`src/rtl/fetch_ctrl_pkg.sv`:
```
// Shared definitions for the instruction fetch controller and the PC register.
package fetch_ctrl_pkg;

    // Fetch controller states
    typedef enum logic [1:0] {
        S_IDLE  = 2'd0,
        S_REQ   = 2'd1,
        S_EXEC  = 2'd2,
        S_FAULT = 2'd3
    } fetch_state_t;

    // Fault codes reported on o_fault_code
    localparam logic [1:0] FLT_NONE     = 2'd0;
    localparam logic [1:0] FLT_MISALIGN = 2'd1;
    localparam logic [1:0] FLT_BUSERR   = 2'd2;
    localparam logic [1:0] FLT_TIMEOUT  = 2'd3;

    // NOP (addi x0, x0, 0) shown to decode whenever no instruction is live
    localparam logic [31:0] NOP_INSTR_DEFAULT = 32'h0000_0013;

    // Reset value of the PC register feeding this controller
    localparam logic [31:0] PC_RESET = 32'h0000_0064;

    // Instruction fetches must be word aligned
    function automatic logic pc_misaligned(input logic [31:0] pc);
        return (pc[1:0] != 2'b00);
    endfunction

endpackage

```
`src/rtl/fetch_timeout_cnt.sv`:
```
// Saturating wait-state counter with synchronous clear and terminal-count flag.
module fetch_timeout_cnt #(
    parameter int WIDTH    = 4,
    parameter int TERMINAL = 15
) (
    input  logic i_clk,
    input  logic i_rst,
    input  logic i_clr,
    input  logic i_en,
    output logic o_tc
);
    localparam logic [WIDTH-1:0] TC_VAL = WIDTH'(TERMINAL);

    logic [WIDTH-1:0] count_reg;

    // Count enabled cycles, holding at the terminal value instead of wrapping
    always_ff @(posedge i_clk) begin
        if (i_rst || i_clr) begin
            count_reg <= '0;
        end else if (i_en && (count_reg != TC_VAL)) begin
            count_reg <= count_reg + 1'b1;
        end
    end

    assign o_tc = (count_reg == TC_VAL);

endmodule

```
`src/rtl/fetch_ctrl.sv`:
```
// Fetch controller: requests the word at i_pc, waits for memory, presents the
// instruction for one cycle and pulses the PC enable once per retired fetch.
// Misaligned PCs, bus errors and timeouts park the controller in a sticky fault.
module fetch_ctrl
    import fetch_ctrl_pkg::*;
#(
    parameter int          TIMEOUT_CYCLES = 16,
    parameter logic [31:0] NOP_INSTR      = NOP_INSTR_DEFAULT
) (
    input  logic        i_clk,
    input  logic        i_rst,
    input  logic [31:0] i_pc,
    input  logic        i_halt,
    output logic        o_pc_clk_enable,
    output logic        o_imem_req,
    output logic [31:0] o_imem_addr,
    input  logic        i_imem_ack,
    input  logic [31:0] i_imem_rdata,
    input  logic        i_imem_err,
    output logic [31:0] o_instr,
    output logic        o_instr_valid,
    output logic        o_fault,
    output logic [1:0]  o_fault_code
);
    localparam int CNT_W = (TIMEOUT_CYCLES > 1) ? $clog2(TIMEOUT_CYCLES) : 1;

    fetch_state_t state_reg, state_next;
    logic [1:0]   fault_code_reg, fault_code_next;
    logic [31:0]  instr_reg, instr_next;

    logic imem_req;
    logic instr_valid;
    logic pc_en;
    logic fault;
    logic cnt_en;
    logic cnt_clr;
    logic cnt_tc;

    // Wait-state counter; only runs while a request is outstanding
    fetch_timeout_cnt #(
        .WIDTH    (CNT_W),
        .TERMINAL (TIMEOUT_CYCLES - 1)
    ) u_timeout_cnt (
        .i_clk (i_clk),
        .i_rst (i_rst),
        .i_clr (cnt_clr),
        .i_en  (cnt_en),
        .o_tc  (cnt_tc)
    );

    // State, fault code and fetched word registers
    always_ff @(posedge i_clk) begin
        if (i_rst) begin
            state_reg      <= S_IDLE;
            fault_code_reg <= FLT_NONE;
            instr_reg      <= NOP_INSTR;
        end else begin
            state_reg      <= state_next;
            fault_code_reg <= fault_code_next;
            instr_reg      <= instr_next;
        end
    end

    // Next-state and output decode; err beats data, ack beats timeout
    always_comb begin
        state_next      = state_reg;
        fault_code_next = fault_code_reg;
        instr_next      = instr_reg;
        imem_req        = 1'b0;
        instr_valid     = 1'b0;
        pc_en           = 1'b0;
        fault           = 1'b0;
        cnt_en          = 1'b0;
        cnt_clr         = 1'b1;
        unique case (state_reg)
            S_IDLE: begin
                if (!i_halt) begin
                    state_next = S_REQ;
                end
            end
            S_REQ: begin
                cnt_clr = 1'b0;
                if (pc_misaligned(i_pc)) begin
                    state_next      = S_FAULT;
                    fault_code_next = FLT_MISALIGN;
                end else begin
                    imem_req = 1'b1;
                    if (i_imem_ack) begin
                        if (i_imem_err) begin
                            state_next      = S_FAULT;
                            fault_code_next = FLT_BUSERR;
                        end else begin
                            instr_next = i_imem_rdata;
                            state_next = S_EXEC;
                        end
                    end else if (cnt_tc) begin
                        state_next      = S_FAULT;
                        fault_code_next = FLT_TIMEOUT;
                    end else begin
                        cnt_en = 1'b1;
                    end
                end
            end
            S_EXEC: begin
                instr_valid = 1'b1;
                pc_en       = 1'b1;
                state_next  = i_halt ? S_IDLE : S_REQ;
            end
            S_FAULT: begin
                fault = 1'b1;
            end
        endcase
    end

    assign o_imem_req      = imem_req;
    assign o_imem_addr     = i_pc;
    assign o_instr_valid   = instr_valid;
    assign o_instr         = instr_valid ? instr_reg : NOP_INSTR;
    assign o_pc_clk_enable = pc_en;
    assign o_fault         = fault;
    assign o_fault_code    = fault_code_reg;

endmodule

```
`config.mk`:
```
export PLATFORM = sky130hd
export DESIGN_NAME = fetch_ctrl
export DESIGN_NICKNAME = d
export VERILOG_FILES = /design/src/rtl/fetch_ctrl_pkg.sv /design/src/rtl/fetch_timeout_cnt.sv /design/src/rtl/fetch_ctrl.sv
export SDC_FILE = /design/constraint.sdc
export NUM_CORES = 1
export LEC_CHECK = 0
export BUFFER_PORTS_ARGS = -buffer_cell sky130_fd_sc_hd__buf_2
export CAP_MARGIN = 5
export CORE_AREA = 2 2 75 77
export DETAILED_ROUTE_END_ITERATION = 7
export DIE_AREA = 0 0 77 79
export GPL_TIMING_DRIVEN = 0
export PLACE_DENSITY = 0.75
export SYNTH_ARGS = -nofsm -noshare
export SYNTH_HDL_FRONTEND = slang
export SYNTH_SLANG_ARGS = --single-unit
```
`constraint.sdc`:
```
create_clock -name i_clk -period 1.76 [get_ports i_clk]
set_input_delay 0 -clock i_clk [delete_from_list [all_inputs] [get_ports i_clk]]
set_output_delay 0 -clock i_clk [all_outputs]
set_load 0.02 [all_outputs]
```
==> PnR_summary.wiki, run 1 <==
{| class="wikitable"
! Metric !! Value
|-
| Run status || finished, final reports clean
|-
| Crit-path cells || inv_1, ha_2, nor3b_4, buf_4, a221oi_4, mux2i_1, nor2_1
|-
| Kind of start point of the critical path || register
|-
| Global-route wire length before repair || 8.70 mm
|-
| Unrepaired setup endpoints after global routing || false
|-
| Power spent charging and discharging nets || 700 uW
|-
| CTS tree || yes
|-
| Biggest fanout along the worst timing path || 5
|-
| Post-Synthesis Cell Area || 2120 um^2
|-
| Sequential cell fraction of total power || 42.7%
|-
| Max-slew headroom || 54.7%
|-
| Initial Utilization || ~40%
|-
| Combinational power share || 31.0%
|-
| Vertical die dimension || 79 um
|-
| Worst-case clock buffer depth || 2
|-
| Global route total overflow || 0
|-
| Max-cap violations || 0
|-
| Relative contribution of the clock network to total power || 26.3%
|-
| Kind of capture point of the worst setup path || register
|-
| Min Tclk post-route || 1640 ps
|-
| Most common cell after layout, fill and taps aside || sky130_fd_sc_hd__buf_2
|-
| Delay of the slowest cell on the worst path || ~350 ps
|-
| Type of the worst setup path || register to register
|-
| Top achievable clock speed || 609 MHz
|-
| Clock latency at the later pin of the worst-skew pair || 280 ps
|-
| Ratio of cells with drive above 1 in the final layout || 44.1%
|-
| Placed Cells incl. Taps || 439
|-
| Cell types occupying the most area after synthesis || sky130_fd_sc_hd__dfxtp_1 (38%), sky130_fd_sc_hd__buf_4 (12%), sky130_fd_sc_hd__nand2_1 (12%)
|-
| Worst IR Drop VDD || around 0.33 mV
|-
| Area growth, synth to finish || 51.7%
|-
| Worst slew pin tran || approximately 680 ps
|-
| Clk pin slew, worst setup/hold paths || 70 ps
|-
| Placed cell areas || 2750 um^2
|-
| Sw Ratio || 30.3%
|-
| Number of slew-limit violations in the final report || 0
|-
| Final weighted congestion in routability-driven placement || 0.696
|-
| Sequential standard cell area || 805 um^2
|-
| 1st-pass router iterations || 4
|-
| Worst clock skew || 3.34 ps
|-
| Worst hold path class || primary input to register
|-
| WL final || 5.34 mm
|-
| Highest-count cells in the layout ignoring fill and taps || sky130_fd_sc_hd__buf_2 (108), sky130_fd_sc_hd__nand2_1 (67), sky130_fd_sc_hd__dfxtp_1 (39), sky130_fd_sc_hd__buf_4 (36), sky130_fd_sc_hd__dlygate4sd3_1 (33)
|-
| Sum of negative setup slack || 0 ps
|-
| GRT Util Overall || between 15 and 20%
|-
| Via count normalized by instance count || 4.40
|-
| Clock sinks || 40
|-
| Final Setup Violations || 0
|-
| Flip-flop and latch count after synthesis || 40
|-
| CTS Buf Count || 5
|-
| Share of the synthesized area in the top cell type || 37.8%
|-
| Internal Dissipation || 1610 uW
|-
| Wire length per cell after detailed routing || 11.1 um
|-
| Crit path DAT || around 1800 ps
|-
| Static Leakage || 0.00152 uW
|-
| Post-synthesis instance total || 260
|-
| Slowest CP cell || sky130_fd_sc_hd__dfxtp_4
|-
| HPWL after DPL || about 3.6 mm
|-
| Count of input and output buffers || 107
|-
| Yosys cell types || 26
|-
| Count of filler cells inserted in the layout || just under 500
|-
| Largest net degree at the start of global routing || 12
|-
| Post-route cell area || ~3200 um^2
|-
| Post-route ant nets || 0
|-
| Synthesized area divided by synthesized cell count || 8.16 um^2
|-
| Req. time, crit path || about 1900 ps
|-
| Count of pins on the block boundary || roughly 140
|-
| Synthesized netlist net count || 336
|-
| Via count of the first global-routing pass || between 2k and 2.5k
|-
| Die Outline Area || between 6000 and 7000 um^2
|-
| Yosys top cell by area || sky130_fd_sc_hd__dfxtp_1
|-
| Number of nets in the layout || 485
|-
| Total number of placement rows || 27
|-
| H-tree depth || 2
|-
| Number of antenna cells inserted || 0
|-
| Root Buffer || sky130_fd_sc_hd__clkbuf_8
|-
| Warning count from the yosys run || 0
|-
| Slack of the worst reg-to-reg path || 120 ps
|-
| Final cycle utilization of the critical path || 93.2%
|-
| Drt initial violations || 26
|-
| Initial antenna violation count || 0
|-
| Layout Cells excl Fill || between 400 and 500
|-
| Flip-flop count of the largest register, all copies and words added || 32
|-
| Area inside the core boundary || 5340 um^2
|-
| Cell Pwr Density || 718 nW/um^2
|-
| Total vias in the final route || 2119
|-
| Power, Total || approximately 2300 uW
|-
| Sequential area share after synthesis || 37.8%
|-
| Overall die width || ~77 um
|-
| DRC violation count after routing || 0
|-
| Area taken by multi-input logic gates || 996 um^2
|-
| Hold Vio Cnt, Final || 0
|}
==> per-layer routing <==
| layer | up-vias | wire [um] | global-route usage [%] |
|---|---|---|---|
| met5 | - | 0 | 0 |
| met4 | 0 | 44 | 3.93 |
| met3 | 7 | 385 | 5.11 |
| met2 | 91 | 2630 | 33.7 |
| met1 | 933 | 2270 | 19.2 |
| li1 | 1088 | - | - |
==> critical path: cells and delay by family, from the launching register on <==
family | cells | cell delay (ps)
flops | 1 | 350
compound gates | 1 | 320
mux | 1 | 220
simple gates | 2 | 210
buf+inv | 2 | 210
fa+ha+maj | 1 | 200
==> power by group through the flow <==
| stage | Sequential [uW] | Combinational, uW | Clock [uW] |
|---|---|---|---|
| 2_1_floorplan | 1010 | 402 | 0 |
| 3_3_place_gp | 1010 | 584 | 0 |
| 3_5_place_dp | 1010 | 589 | 0 |
| 4_1_cts | 988 | 678 | 635 |
| 5_1_grt | 993 | 790 | 667 |
| 6_report | 987 | 717 | 607 |
==> final timing paths <==
| path | endpoint | startpoint | depth (start not counted) |
|---|---|---|---|
| max | state_reg[1] | state_reg[1] | 7 |
| min | o_fault_code[1] | i_pc[0] | 4 |
| max reg2reg | state_reg[1] | state_reg[1] | 7 |
| min reg2reg | instr_reg[16] | instr_reg[16] | 2 |
==> cell families (layout without fill, tap and decap cells) <==
| family | after synthesis | count (layout) | share of synthesized area (%) |
|---|---|---|---|
| AO/OA/AOI/OAI | 38 | 38 | 13.0 |
| buffers and inverters | 52 | 202 | 16.3 |
| flip-flops | 40 | 40 | 37.8 |
| multiplexers | 2 | 2 | 0.944 |
| AND/OR/NAND/NOR | 118 | 118 | 26.6 |
| XOR/XNOR | 3 | 3 | 1.24 |
| adder cells (fa/ha/maj) | 7 | 7 | 4.13 |
==> synthesized netlist by cell type, drive strengths merged <==
library cell  count
a311oi            1
ha                7
a211oi            2
a221oi            1
dfxtp            40
nor3b             1
nor2              8
clkbuf           10
nand2            67
a21oi            31
nand2b            3
o21ai             1
buf              37
xor2              3
nor2b             1
nand3             3
nand3b            3
mux2i             2
a31oi             1
and2             30
inv               5
a21boi            1
or2b              1
and3              1
==> what timing repair did <==
item / 4_1_cts / 5_1_grt
buffers inserted: 1 / 1
endpoints found under the hold margin: 33 / 0
hold buffers: 33 / 0
endpoints found under the setup margin: 55 / 59
pin swaps: 0 / 1
gates resized for setup: 7 / 8
==> final cells by class <==
class | count | area share, %
Tap cell | 72 | 2.80
Inverter | 5 | 0.583
Timing Repair Buffer | 142 | 27.4
Sequential cell | 40 | 25.0
Multi-Input combinational cell | 168 | 31.0
Buffer | 47 | 10.5
Clock buffer | 8 | 2.80
==> through the flow <==
stage | util [%] | hold WS [ps] | setup WS [ps]
after floorplan | - | 49.8 | 66.8
after global placement | 51.5 | 215 | -129
after detailed placement | 51.5 | 216 | -135
after CTS | 59.8 | 71.2 | 0.243
after global routing | 60.3 | 95.4 | 9.95
final | 60.3 | 82.3 | 119
No activity file was read; power rests on OpenSTA's default activity.
==> run 2, diff against run 1 <==
==> constraint.sdc (replaced) <==
create_clock -name i_clk -period 1.76 [get_ports i_clk]
set_input_delay 0.088 -clock i_clk [delete_from_list [all_inputs] [get_ports i_clk]]
set_output_delay 0.088 -clock i_clk [all_outputs]
set_load 0.02 [all_outputs]
==> run 2 against run 1 <==
Combinational power fell by 7.3%. Sequential power barely moved. Non-clock buffer count is 33 lower. Global-route usage down 2.0 points. Sequential share of layout area rose by 2.8 points. Setup slack barely moved. Hold slack worse by 64 ps. Maximum frequency about the same. Clock power barely moved. Highest routed layer unchanged.
==> PnR_summary.wiki, run 2 (synthesized netlist as in run 1, its figures left out) <==
{| class="wikitable"
! Metric !! Value
|-
| Global-route wire length before repair || 7.68 mm (was 8.70 mm)
|-
| Clk pin slew, worst setup/hold paths || 70 ps (about the same)
|-
| Vertical die dimension || 79 um (unchanged)
|-
| Number of nets in the layout || 452 (was 485)
|-
| Initial Utilization || 39.7% (unchanged)
|-
| Most common cell after layout, fill and taps aside || sky130_fd_sc_hd__buf_2 (unchanged)
|-
| Biggest fanout along the worst timing path || 5 (unchanged)
|-
| Hold Slack || 18.7 ps (was 82.3 ps)
|-
| Count of pins on the block boundary || 139 (unchanged)
|-
| Unrepaired setup endpoints after global routing || false (unchanged)
|-
| DRC violation count after routing || 0 (unchanged)
|-
| Top achievable clock speed || 609 MHz (about the same)
|-
| H-tree depth || 2 (unchanged)
|-
| Min Tclk post-route || 1640 ps (about the same)
|-
| Max-slew headroom || 54.7% (about the same)
|-
| GRT Util Overall || 15.6% (was 17.6%)
|-
| Crit-path cells || inv_1, ha_2, nor3b_4, buf_4, a221oi_4, mux2i_1, nor2_1 (unchanged)
|-
| Final weighted congestion in routability-driven placement || 0.696 (unchanged)
|-
| Final cycle utilization of the critical path || 93.2% (about the same)
|-
| Final worst-path setup slack || 119 ps (about the same)
|-
| Highest-count cells in the layout ignoring fill and taps || sky130_fd_sc_hd__buf_2 (109), sky130_fd_sc_hd__nand2_1 (67), sky130_fd_sc_hd__dfxtp_1 (38), sky130_fd_sc_hd__buf_4 (36), sky130_fd_sc_hd__and2_1 (30) (was sky130_fd_sc_hd__buf_2 (108), sky130_fd_sc_hd__nand2_1 (67), sky130_fd_sc_hd__dfxtp_1 (39), sky130_fd_sc_hd__buf_4 (36), sky130_fd_sc_hd__dlygate4sd3_1 (33))
|-
| Number of antenna cells inserted || 0 (unchanged)
|-
| Kind of start point of the critical path || register (unchanged)
|-
| Power, Total || 2260 uW (was 2310 uW)
|-
| Crit path DAT || 1790 ps (about the same)
|-
| Clock sinks || 40 (unchanged)
|-
| Worst-case clock buffer depth || 2 (unchanged)
|-
| Ratio of cells with drive above 1 in the final layout || 48.3% (was 44.1%)
|-
| CTS tree || yes (unchanged)
|-
| Kind of capture point of the worst setup path || register (unchanged)
|-
| Worst slew pin tran || 679 ps (about the same)
|-
| Overall die width || 77 um (unchanged)
|-
| 1st-pass router iterations || 4 (unchanged)
|-
| Via count of the first global-routing pass || 1816 (was 2055)
|-
| Drt initial violations || 23 (was 26)
|-
| Worst IR Drop VDD || 0.332 mV (was 0.335 mV)
|-
| Die Outline Area || 6080 um^2 (unchanged)
|-
| Wire length per cell after detailed routing || 10.6 um (was 11.1 um)
|-
| Count of input and output buffers || 107 (unchanged)
|-
| Worst clock skew || 2.79 ps (was 3.34 ps)
|-
| Area growth, synth to finish || 36.6% (was 51.7%)
|-
| Max-cap violations || 0 (unchanged)
|-
| Worst setup timing slack at the placement stage || -135 ps (unchanged)
|-
| Global route total overflow || 0 (unchanged)
|-
| Via count normalized by instance count || 4.37 (was 4.40)
|-
| WL final || 4.77 mm (was 5.34 mm)
|-
| Clock latency at the later pin of the worst-skew pair || 280 ps (about the same)
|-
| Number of buffers added to fix hold violations after cts || 0 (was 33)
|-
| Delay of the slowest cell on the worst path || 350 ps (about the same)
|-
| Static Leakage || 0.00138 uW (was 0.00152 uW)
|-
| Flip-flop count of the largest register, all copies and words added || 32 (unchanged)
|-
| Req. time, crit path || 1910 ps (about the same)
|-
| Cell Pwr Density || 781 nW/um^2 (was 718 nW/um^2)
|-
| Area inside the core boundary || 5340 um^2 (unchanged)
|-
| Largest net degree at the start of global routing || 12 (unchanged)
|-
| Number of slew-limit violations in the final report || 0 (unchanged)
|-
| Final Setup Violations || 0 (unchanged)
|-
| HPWL after DPL || 3.62 mm (unchanged)
|-
| Run status || finished, final reports clean (unchanged)
|-
| Post-route ant nets || 0 (unchanged)
|-
| Hold Vio Cnt, Final || 0 (unchanged)
|-
| Initial antenna violation count || 0 (unchanged)
|-
| CTS Buf Count || 5 (unchanged)
|-
| Slowest CP cell || sky130_fd_sc_hd__dfxtp_4 (unchanged)
|-
| Total number of placement rows || 27 (unchanged)
|-
| Share of the core filled with cells || 54.3% (was 60.3%)
|-
| Type of the worst setup path || register to register (unchanged)
|-
| Root Buffer || sky130_fd_sc_hd__clkbuf_8 (unchanged)
|-
| Total vias in the final route || 1963 (was 2119)
|-
| Worst hold path class || primary input to register (unchanged)
|}
==> run 2: changes by cell type in the layout (fill, tap and decap cells not counted), sizes merged <==
cell	change
clkbuf	-1
dlygate4sd3	-33
buf	+1
==> run 2: power breakdown <==
group / leakage (uW) / switching [uW] / internal [uW]
clock: 0.0000455 / 288 / 319
sequential: 0.000324 / 33.8 / 956
combinational: 0.00101 / 370 / 296
==> run 2: worst paths after layout <==
path / start / endpoint / slack (ps) / depth (start not counted)
worst max-delay path: state_reg[1] / state_reg[1] / 120 / 7
worst min-delay path: i_imem_rdata[0] / instr_reg[0] / 20 / 3
worst max register to register: state_reg[1] / state_reg[1] / 120 / 7
worst min register to register: instr_reg[16] / instr_reg[16] / 450 / 2
==> run 2: layer usage <==
metal / track usage, % / vias up / part of all wire, %
li1: - / 1022 / -
met1: 17.4 / 849 / 43
met2: 28.5 / 87 / 47
met5: 0 / - / 0
met4: 3.21 / 0 / 0.61
met3: 5.68 / 5 / 9.2
==> run 2: what timing repair did <==
item                       in CTS  in global routing
hold endpoints to repair        0                  0
buffers inserted                1                  1
setup endpoints to repair      60                 54
cloned                          0                  0
pin swaps                       0                  1
gates resized for setup         9                  9
==> run 2: area by class of cell <==
| cell class | count | area, um^2 |
|---|---|---|
| Sequential cell | 40 | 806 |
| Timing Repair Buffer | 109 | 551 |
| Buffer | 47 | 337 |
| Tap cell | 72 | 90.1 |
| Clock buffer | 8 | 90.1 |
| Inverter | 5 | 18.8 |
| Fill cell | 536 | 2440 |
| Multi-Input combinational cell | 168 | 1010 |
==> run 2: stage by stage <==
stage,instance area [um^2],instances,TNS (ps)
finish,2900,449,0
global route,2900,449,0
floorplan,2120,260,0
detailed placement,2750,439,-3100
global placement,2750,439,-3120
CTS,2870,448,0
==> run 2: critical path, delay by kind of cell (launching register included) <==
family | cells | cell delay, ps
simple gates | 2 | 210
compound gates | 1 | 320
mux | 1 | 220
flops | 1 | 350
buf+inv | 2 | 210
fa+ha+maj | 1 | 200
